<file path="src/rtl/nn_host_sequencer.sv">
// Command-stream bus initiator for the NN accelerator slave port.
// Each command becomes at most one bus cycle and yields exactly one response.
module nn_host_sequencer #(
    parameter int RD_LAT  = 1,
    parameter int TIMEOUT = 65535
) (
    input  logic        clk,
    input  logic        reset,
    input  logic        cmd_valid,
    output logic        cmd_ready,
    input  logic [1:0]  cmd_op,
    input  logic [19:0] cmd_addr,
    input  logic [31:0] cmd_wdata,
    output logic        rsp_valid,
    input  logic        rsp_ready,
    output logic [31:0] rsp_data,
    output logic [1:0]  rsp_status,
    output logic [19:0] bus_addr,
    output logic [31:0] bus_din,
    output logic        bus_RW,
    output logic        bus_sel,
    input  logic [31:0] bus_dout,
    input  logic        bus_pushout,
    input  logic        bus_stop,
    output logic [15:0] done_cnt
);

    localparam int WCW = (TIMEOUT < 2) ? 1 : $clog2(TIMEOUT + 1);

    localparam logic [2:0] S_IDLE    = 3'd0;
    localparam logic [2:0] S_ISSUE   = 3'd1;
    localparam logic [2:0] S_XFER    = 3'd2;
    localparam logic [2:0] S_RSP     = 3'd3;
    localparam logic [2:0] S_WAITING = 3'd4;

    localparam logic [1:0] OP_WR    = 2'd0;
    localparam logic [1:0] OP_RD    = 2'd1;
    localparam logic [1:0] OP_START = 2'd2;
    localparam logic [1:0] OP_WAIT  = 2'd3;

    localparam logic [1:0] ST_OK      = 2'd0;
    localparam logic [1:0] ST_TIMEOUT = 2'd1;
    localparam logic [1:0] ST_BADADDR = 2'd2;

    logic [2:0]     state_q, state_d;
    logic [1:0]     op_q, op_d;
    logic [19:0]    addr_q, addr_d;
    logic [31:0]    wdata_q, wdata_d;
    logic [2:0]     lat_q, lat_d;
    logic [WCW-1:0] wcnt_q, wcnt_d;
    logic           done_seen_q, done_seen_d;
    logic [15:0]    done_cnt_q, done_cnt_d;
    logic           rsp_valid_q, rsp_valid_d;
    logic [31:0]    rsp_data_q, rsp_data_d;
    logic [1:0]     rsp_status_q, rsp_status_d;
    logic [19:0]    bus_addr_q, bus_addr_d;
    logic [31:0]    bus_din_q, bus_din_d;
    logic           bus_rw_q, bus_rw_d;
    logic           bus_sel_q, bus_sel_d;
    logic           cmd_bad;

    assign cmd_ready = (state_q == S_IDLE) && !rsp_valid_q && !reset;
    // Addresses between the registers and config memory map to nothing on the slave.
    assign cmd_bad   = ((cmd_op == OP_WR) || (cmd_op == OP_RD)) &&
                       (cmd_addr >= 20'd3) && (cmd_addr <= 20'h1FFFF);

    always_comb begin
        state_d      = state_q;
        op_d         = op_q;
        addr_d       = addr_q;
        wdata_d      = wdata_q;
        lat_d        = lat_q;
        wcnt_d       = wcnt_q;
        rsp_valid_d  = rsp_valid_q;
        rsp_data_d   = rsp_data_q;
        rsp_status_d = rsp_status_q;
        bus_addr_d   = bus_addr_q;
        bus_din_d    = bus_din_q;
        bus_rw_d     = bus_rw_q;
        bus_sel_d    = bus_sel_q;
        done_seen_d  = done_seen_q | bus_pushout;
        done_cnt_d   = done_cnt_q + 16'(bus_pushout);
        case (state_q)
            S_IDLE: begin
                if (cmd_valid && cmd_ready) begin
                    op_d    = cmd_op;
                    addr_d  = cmd_addr;
                    wdata_d = cmd_wdata;
                    wcnt_d  = '0;
                    if (cmd_bad) begin
                        rsp_valid_d  = 1'b1;
                        rsp_status_d = ST_BADADDR;
                        rsp_data_d   = '0;
                        state_d      = S_RSP;
                    end else if (cmd_op == OP_WAIT) begin
                        if (done_seen_q) begin
                            rsp_valid_d  = 1'b1;
                            rsp_status_d = ST_OK;
                            rsp_data_d   = '0;
                            done_seen_d  = 1'b0;
                            state_d      = S_RSP;
                        end else begin
                            state_d = S_WAITING;
                        end
                    end else begin
                        state_d = S_ISSUE;
                    end
                end
            end
            S_ISSUE: begin
                if (!bus_stop) begin
                    bus_sel_d  = 1'b1;
                    bus_rw_d   = (op_q != OP_RD);
                    bus_addr_d = (op_q == OP_START) ? 20'd2 : addr_q;
                    bus_din_d  = (op_q == OP_START) ? 32'hACE :
                                 (op_q == OP_WR)    ? wdata_q : 32'd0;
                    lat_d      = '0;
                    // A pushout on this same edge belongs to the previous run.
                    if (op_q == OP_START) done_seen_d = 1'b0;
                    state_d    = S_XFER;
                end
            end
            S_XFER: begin
                if ((op_q != OP_RD) || (lat_q == 3'(RD_LAT))) begin
                    bus_sel_d    = 1'b0;
                    bus_rw_d     = 1'b0;
                    bus_addr_d   = '0;
                    bus_din_d    = '0;
                    rsp_valid_d  = 1'b1;
                    rsp_status_d = ST_OK;
                    rsp_data_d   = (op_q == OP_RD) ? bus_dout : 32'd0;
                    state_d      = S_RSP;
                end else begin
                    lat_d = lat_q + 3'd1;
                end
            end
            S_WAITING: begin
                if (bus_pushout || done_seen_q) begin
                    rsp_valid_d  = 1'b1;
                    rsp_status_d = ST_OK;
                    rsp_data_d   = '0;
                    done_seen_d  = 1'b0;
                    state_d      = S_RSP;
                end else begin
                    wcnt_d = wcnt_q + WCW'(1);
                    if (wcnt_q == WCW'(TIMEOUT - 1)) begin
                        rsp_valid_d  = 1'b1;
                        rsp_status_d = ST_TIMEOUT;
                        rsp_data_d   = '0;
                        state_d      = S_RSP;
                    end
                end
            end
            S_RSP: begin
                if (rsp_ready) begin
                    rsp_valid_d = 1'b0;
                    state_d     = S_IDLE;
                end
            end
            default: state_d = S_IDLE;
        endcase
    end

    always_ff @(posedge clk or posedge reset) begin
        if (reset) begin
            state_q      <= S_IDLE;
            op_q         <= '0;
            addr_q       <= '0;
            wdata_q      <= '0;
            lat_q        <= '0;
            wcnt_q       <= '0;
            done_seen_q  <= 1'b0;
            done_cnt_q   <= '0;
            rsp_valid_q  <= 1'b0;
            rsp_data_q   <= '0;
            rsp_status_q <= '0;
            bus_addr_q   <= '0;
            bus_din_q    <= '0;
            bus_rw_q     <= 1'b0;
            bus_sel_q    <= 1'b0;
        end else begin
            state_q      <= state_d;
            op_q         <= op_d;
            addr_q       <= addr_d;
            wdata_q      <= wdata_d;
            lat_q        <= lat_d;
            wcnt_q       <= wcnt_d;
            done_seen_q  <= done_seen_d;
            done_cnt_q   <= done_cnt_d;
            rsp_valid_q  <= rsp_valid_d;
            rsp_data_q   <= rsp_data_d;
            rsp_status_q <= rsp_status_d;
            bus_addr_q   <= bus_addr_d;
            bus_din_q    <= bus_din_d;
            bus_rw_q     <= bus_rw_d;
            bus_sel_q    <= bus_sel_d;
        end
    end

    assign rsp_valid  = rsp_valid_q;
    assign rsp_data   = rsp_data_q;
    assign rsp_status = rsp_status_q;
    assign bus_addr   = bus_addr_q;
    assign bus_din    = bus_din_q;
    assign bus_RW     = bus_rw_q;
    assign bus_sel    = bus_sel_q;
    assign done_cnt   = done_cnt_q;

endmodule

</file>
<file path="config.mk">
export PLATFORM = sky130hd
export DESIGN_NAME = nn_host_sequencer
export DESIGN_NICKNAME = d
export VERILOG_FILES = /design/src/rtl/nn_host_sequencer.sv
export SDC_FILE = /design/constraint.sdc
export NUM_CORES = 1
export LEC_CHECK = 0
export CELL_PAD_IN_SITES_DETAIL_PLACEMENT = 1
export CELL_PAD_IN_SITES_GLOBAL_PLACEMENT = 2
export CORE_MARGIN = 3
export CORE_UTILIZATION = 27
export CTS_BUF_LIST = sky130_fd_sc_hd__clkbuf_8 sky130_fd_sc_hd__clkbuf_16
export CTS_CLUSTER_SIZE = 30
export DETAILED_ROUTE_END_ITERATION = 10
export GPL_TIMING_DRIVEN = 1
export PLACE_DENSITY = 0.77
export SYNTH_ARGS = -nofsm -noshare
export SYNTH_HDL_FRONTEND = slang
export SYNTH_SLANG_ARGS = --single-unit
</file>
<file path="constraint.sdc">
create_clock -name clk -period 6.3 [get_ports clk]
set_input_delay 1.575 -clock clk [delete_from_list [all_inputs] [get_ports clk]]
set_output_delay 1.575 -clock clk [all_outputs]
set_load 0.01 [all_outputs]
</file>
## Word-level counts from Yosys, hierarchy flattened

Index checks and enable logic that the tools add are counted.

- Register bits: 182
- Input port bits: 92
- Output and inout port bits: 106

- Add/subtract/negate cells: 3
- Order comparisons: 2
- Eq/ne operators: 20
- Multiplexer cells: 64
- Bitwise logic cells: 1
- Reduce and logical (&&, ||, !) cells: 24

Operator list:

| operator | number |
|---|---|
| two-way mux 32 bit | 12 |
| case mux 32 bit (3 select lines) | 1 |
| case mux 32 bit (2 select lines) | 1 |
| two-way mux 20 bit | 3 |
| case mux 20 bit (2 select lines) | 1 |
| two-way mux 3 bit | 11 |
| two-way mux 16 bit | 2 |
| case mux 16 bit (2 select lines) | 1 |
| >= comparator 20 x 2 -> 1 bit, second input constant | 1 |
| less-or-equal comparator 20 x 17 -> 1 bit, second input constant | 1 |
| two-way mux 1 bit | 18 |
| adder 16 x 1 -> 16 bit | 1 |
| adder 16 x 1 -> 16 bit, second input constant | 1 |
| equality test 16 bit, second input constant | 1 |
| case mux 3 bit (5 select lines) | 1 |
| two-way mux 2 bit | 7 |
| != test 2 bit, second input constant | 5 |
| AND reduction 3 bit | 3 |
| AND reduction 7 bit | 1 |
| equality test 3 x 1 -> 1 bit, second input constant | 2 |
| equality test 3 x 2 -> 1 bit, second input constant | 2 |
| != test 3 bit, second input constant | 2 |
| case mux 2 bit (3 select lines) | 1 |
| case mux 3 bit (2 select lines) | 1 |
| 21 further kinds | 34 |

## Longest topological paths before layout

- Word-level depth: 7
- Depth in mapped cells: 8

## Worst setup path after synthesis

OpenSTA, ideal clock, no wires.

- Path kind: input -> output
- Start point: input port reset
- End point: output port cmd_ready
- Arrival time: 1.912 ns
- Data required time: 4.725 ns
- Path slack: 2.813 ns
- Cell stages on the path: 1
- Cells stage by stage: nor3_1

- Longest elaborated chain between the ends: 2

Ends and longest elaborated chain:

| item | line | RTL |
|---|---|---|
| start, declared | 8 | `input logic reset,` |
| zero test 1 bit (no line) | -- |  |
| logical AND 1 bit | 62 | `assign cmd_ready = (state_q == S_IDLE) && !rsp_valid_q && !reset;` |
| end, declared | 10 | `output logic cmd_ready,` |

No other way between the ends.

## Worst setup path after layout

Ends and elaborated chain as after synthesis.

==> out/qor.txt <==
PWR
--------------------------------------------------------------------------------
Peak supply drop                                                          180 uV
Overall power of the completed layout                                    4.26 mW
Power per cell area                                                  405 mW/mm^2
Pleak                                                                    4.76 nW

HOLD PATH
--------------------------------------------------------------------------------
Hold path depth                                                                2
Tightest Hold Check Type                                                 reg2reg

STA
--------------------------------------------------------------------------------
Total negative setup slack                                                  0 ns
Final number of setup-violating endpoints                                      0
Number of endpoints with negative hold slack in the final report               0
Clock skew after layout                                                0.0117 ns
Clock period minus worst slack                                           4.55 ns
Max-slew violations                                                            0
Worst rel slew slack                                                       30.6%
Tcrit/Tclk final                                                           72.3%
Max frequency                                                          0.220 GHz
Transition time at the pin with the least slew margin                    1.04 ns
Unrepaired setup endpoints after global routing                               no
Hold_ws                                                                 0.475 ns

CLOCKING
--------------------------------------------------------------------------------
CTS H-tree depth                                                               4
Clock net sink count                                                         182
Number of setup buffers added after CTS                                        0
Number of CTS-inserted buffers                                                17
Clock Latency Late Sink                                                  0.44 ns
Hold-fix buffers at CTS                                                        0
CTS resizes                                                                    0
Clock tree from TritonCTS                                                   done
Clock slew at reported path FFs                                          0.07 ns
Clock root buffer                                                      clkbuf_16
Buffers from clock root to sink, at most                                       2

SETUP PATH
--------------------------------------------------------------------------------
Category of the worst setup path capture point                       output port
Crit path kind                                                            in2out
Crit Path Max Fanout                                                           3
Crit path arrival time                                                   2.98 ns
Setup crit start kind                                                  input pin
Cells on worst reg2reg path                                                    5
Worst Path Required                                                      4.72 ns

DRT
--------------------------------------------------------------------------------
Drt wl/cell                                                              16.5 um
Count of vias placed by the detailed router                                 5842
Post-detailed-routing wire length                                       21400 um
Initial DRC count                                                            207
Total iterations of the first detailed-routing run                             4
Drt drc                                                                        0
Remaining antenna violation count                                              0
Mean number of vias per cell                                                4.51

LAYOUT
--------------------------------------------------------------------------------
Ratio of cells with drive above 1 in the final layout                      6.07%
FILL cells                                                                  3082
Number of diodes added for antenna fixing                                      0
Area of all placed cells without fillers                            0.0105 sq mm
Final #Nets                                                                 1008
Layout overhead on the synthesized area                                    38.4%
Multi-input logic area                                              0.00271 sq mm
Storage cell area                                                   0.00455 sq mm
Non-filler instance count after layout                                      1295

FLOORPLANNING
--------------------------------------------------------------------------------
Number of placed I/O pins                                                    198
Die Outline Area                                                    0.0302 sq mm
Overall die height                                                        174 um
Area inside the core boundary                                       0.0273 sq mm
Horizontal die dimension                                                  174 um
Cell row count                                                                60
Initial cell density of the core                                           27.9%

GLOBAL ROUTE
--------------------------------------------------------------------------------
Global routing usage on met1                                               19.9%
Layer with the highest usage after global routing                           met2
Largest net degree at the start of global routing                            183
Total gr overflow                                                              0
Via count of the first global-routing pass                                  6197
First-pass GRT wire length                                              34800 um
Met3 GRT Util                                                              3.39%
Met2 demand-to-capacity share in global routing                            22.8%
Global-route usage over all layers                                         14.4%
Number of antenna violations at the first check in global routing              0

OUTCOME
--------------------------------------------------------------------------------
Run status                                                             completed

LOGIC SYNTHESIS
--------------------------------------------------------------------------------
Largest area contributor in the synthesized netlist                      dfrtp_1
Mean post-synth cell area                                             10.5 sq um
Fraction of the yosys area taken by sequential cells                       59.8%
Most frequent cells after synthesis                                 222 x nand2_1, 182 x dfrtp_1, 45 x a22o_1
Top flip-flop cell by instance count after synthesis                     dfrtp_1
Post-Synthesis Cells                                                         723
Cell types with the largest area share after synthesis              dfrtp_1 60%, nand2_1 11%, a22o_1 5.2%
Number of synthesized flops with an enable pin                                 0
Synth top area share                                                       59.8%
Post-synthesis sequential element count                                      182
Synth cell types                                                              50
Cell area after technology mapping                                  0.00761 sq mm
Number of nets produced by synthesis                                         821
Count leader, synth                                                      nand2_1
Warning count from the yosys run                                               0
Post-synthesis async set-or-reset flop share                                100%

PLACE
--------------------------------------------------------------------------------
Area after DPL                                                      0.00991 sq mm
IO Port Bufs                                                                 197
HPWL after DPL                                                          14500 um
Placed cell count                                                           1263
Final weighted congestion in routability-driven placement                  0.746

RUN
--------------------------------------------------------------------------------
Maxcap violations                                                              0

path summary, 6_finish.rpt:
kind	start	endpoint	slack [ns]
worst max register to register	state_q[1]	wdata_q[21]	3.56
worst min-delay path	addr_q[19]	addr_q[19]	0.48
max in group asynchronous	reset	rsp_data[11]	3.63
worst min register to register	addr_q[19]	addr_q[19]	0.48
worst max-delay path	reset	cmd_ready	1.75
min in group asynchronous	reset	bus_addr[12]	1.85
per-layer routing:
layer	part of all wire (%)	wire length (um)
met5	0	0
met4	1.0	223
met3	4.9	1060
met2	46	9790
met1	48	10300
cells in the final DEF, fill, tap and decap left out, types with 2 or more instances in the layout:
master / Yosys / final
inv_8: 0 / 5
o211ai_1: 3 / 3
xor2_1: 13 / 13
nor2_1: 26 / 25
xnor2_1: 13 / 13
inv_6: 0 / 3
a21oi_1: 8 / 8
a22o_1: 45 / 45
o2111ai_1: 4 / 4
or3_1: 4 / 4
and4_1: 3 / 3
nand3_1: 17 / 17
mux2_2: 2 / 2
nand4_1: 7 / 7
clkbuf_16: 0 / 17
o21ai_0: 19 / 19
nor3_1: 5 / 5
nand2_1: 222 / 221
ha_1: 6 / 6
nand2_2: 1 / 2
mux2i_1: 33 / 33
clkdlybuf4s50_1: 0 / 197
buf_4: 1 / 6
clkinv_8: 0 / 5
clkinvlp_4: 0 / 2
and2_1: 3 / 3
a21o_1: 2 / 2
nand2b_1: 3 / 3
nor4_4: 1 / 2
inv_1: 38 / 37
dfrtp_1: 182 / 182
nor4_1: 3 / 3
and3_1: 6 / 5
logic make-up after synthesis:
family	count (synthesis)	share of synthesized area, %
simple gates	311	17.8
flops	182	59.8
compound gates	89	8.86
buf+inv	74	4.87
mux	35	4.64
xor+xnor	26	2.99
fa+ha+maj	6	0.986
state kept, by name, summed over array words and instances (netlist names), 3 cells and up:
signal,cells
done_cnt,16
state_q,3
lat_q,3
addr_q,20
wcnt_q,16
rsp_data,32
wdata_q,32
bus_addr,20
bus_din,32
through the flow:
stage	utilization (%)	worst slack (ns)
floorplan	-	2.39
global placement	36.3	1.77
detailed placement	36.3	1.74
CTS	38.6	1.74
global route	38.6	1.67
finish	38.6	1.75
area by class of cell:
class	count	share of cell area [%]
clock inverter	15	1.91
tap	372	4.42
multi-input combinational	467	25.7
sequential	182	43.2
clock buffer	17	4.04
inverter	38	1.39
timing repair buffer	204	19.3
worst max-delay path: stages:
cell and delay [ns]:
clkdlybuf4s50_1 0.49, nor3_1 0.31, clkdlybuf4s50_1 0.60
where the power goes:
group	internal, mW	switching [mW]
sequential	1.51	0.253
clock	0.580	0.545
combinational	0.693	0.682
Note: power is estimated with default switching activity, not from simulation.
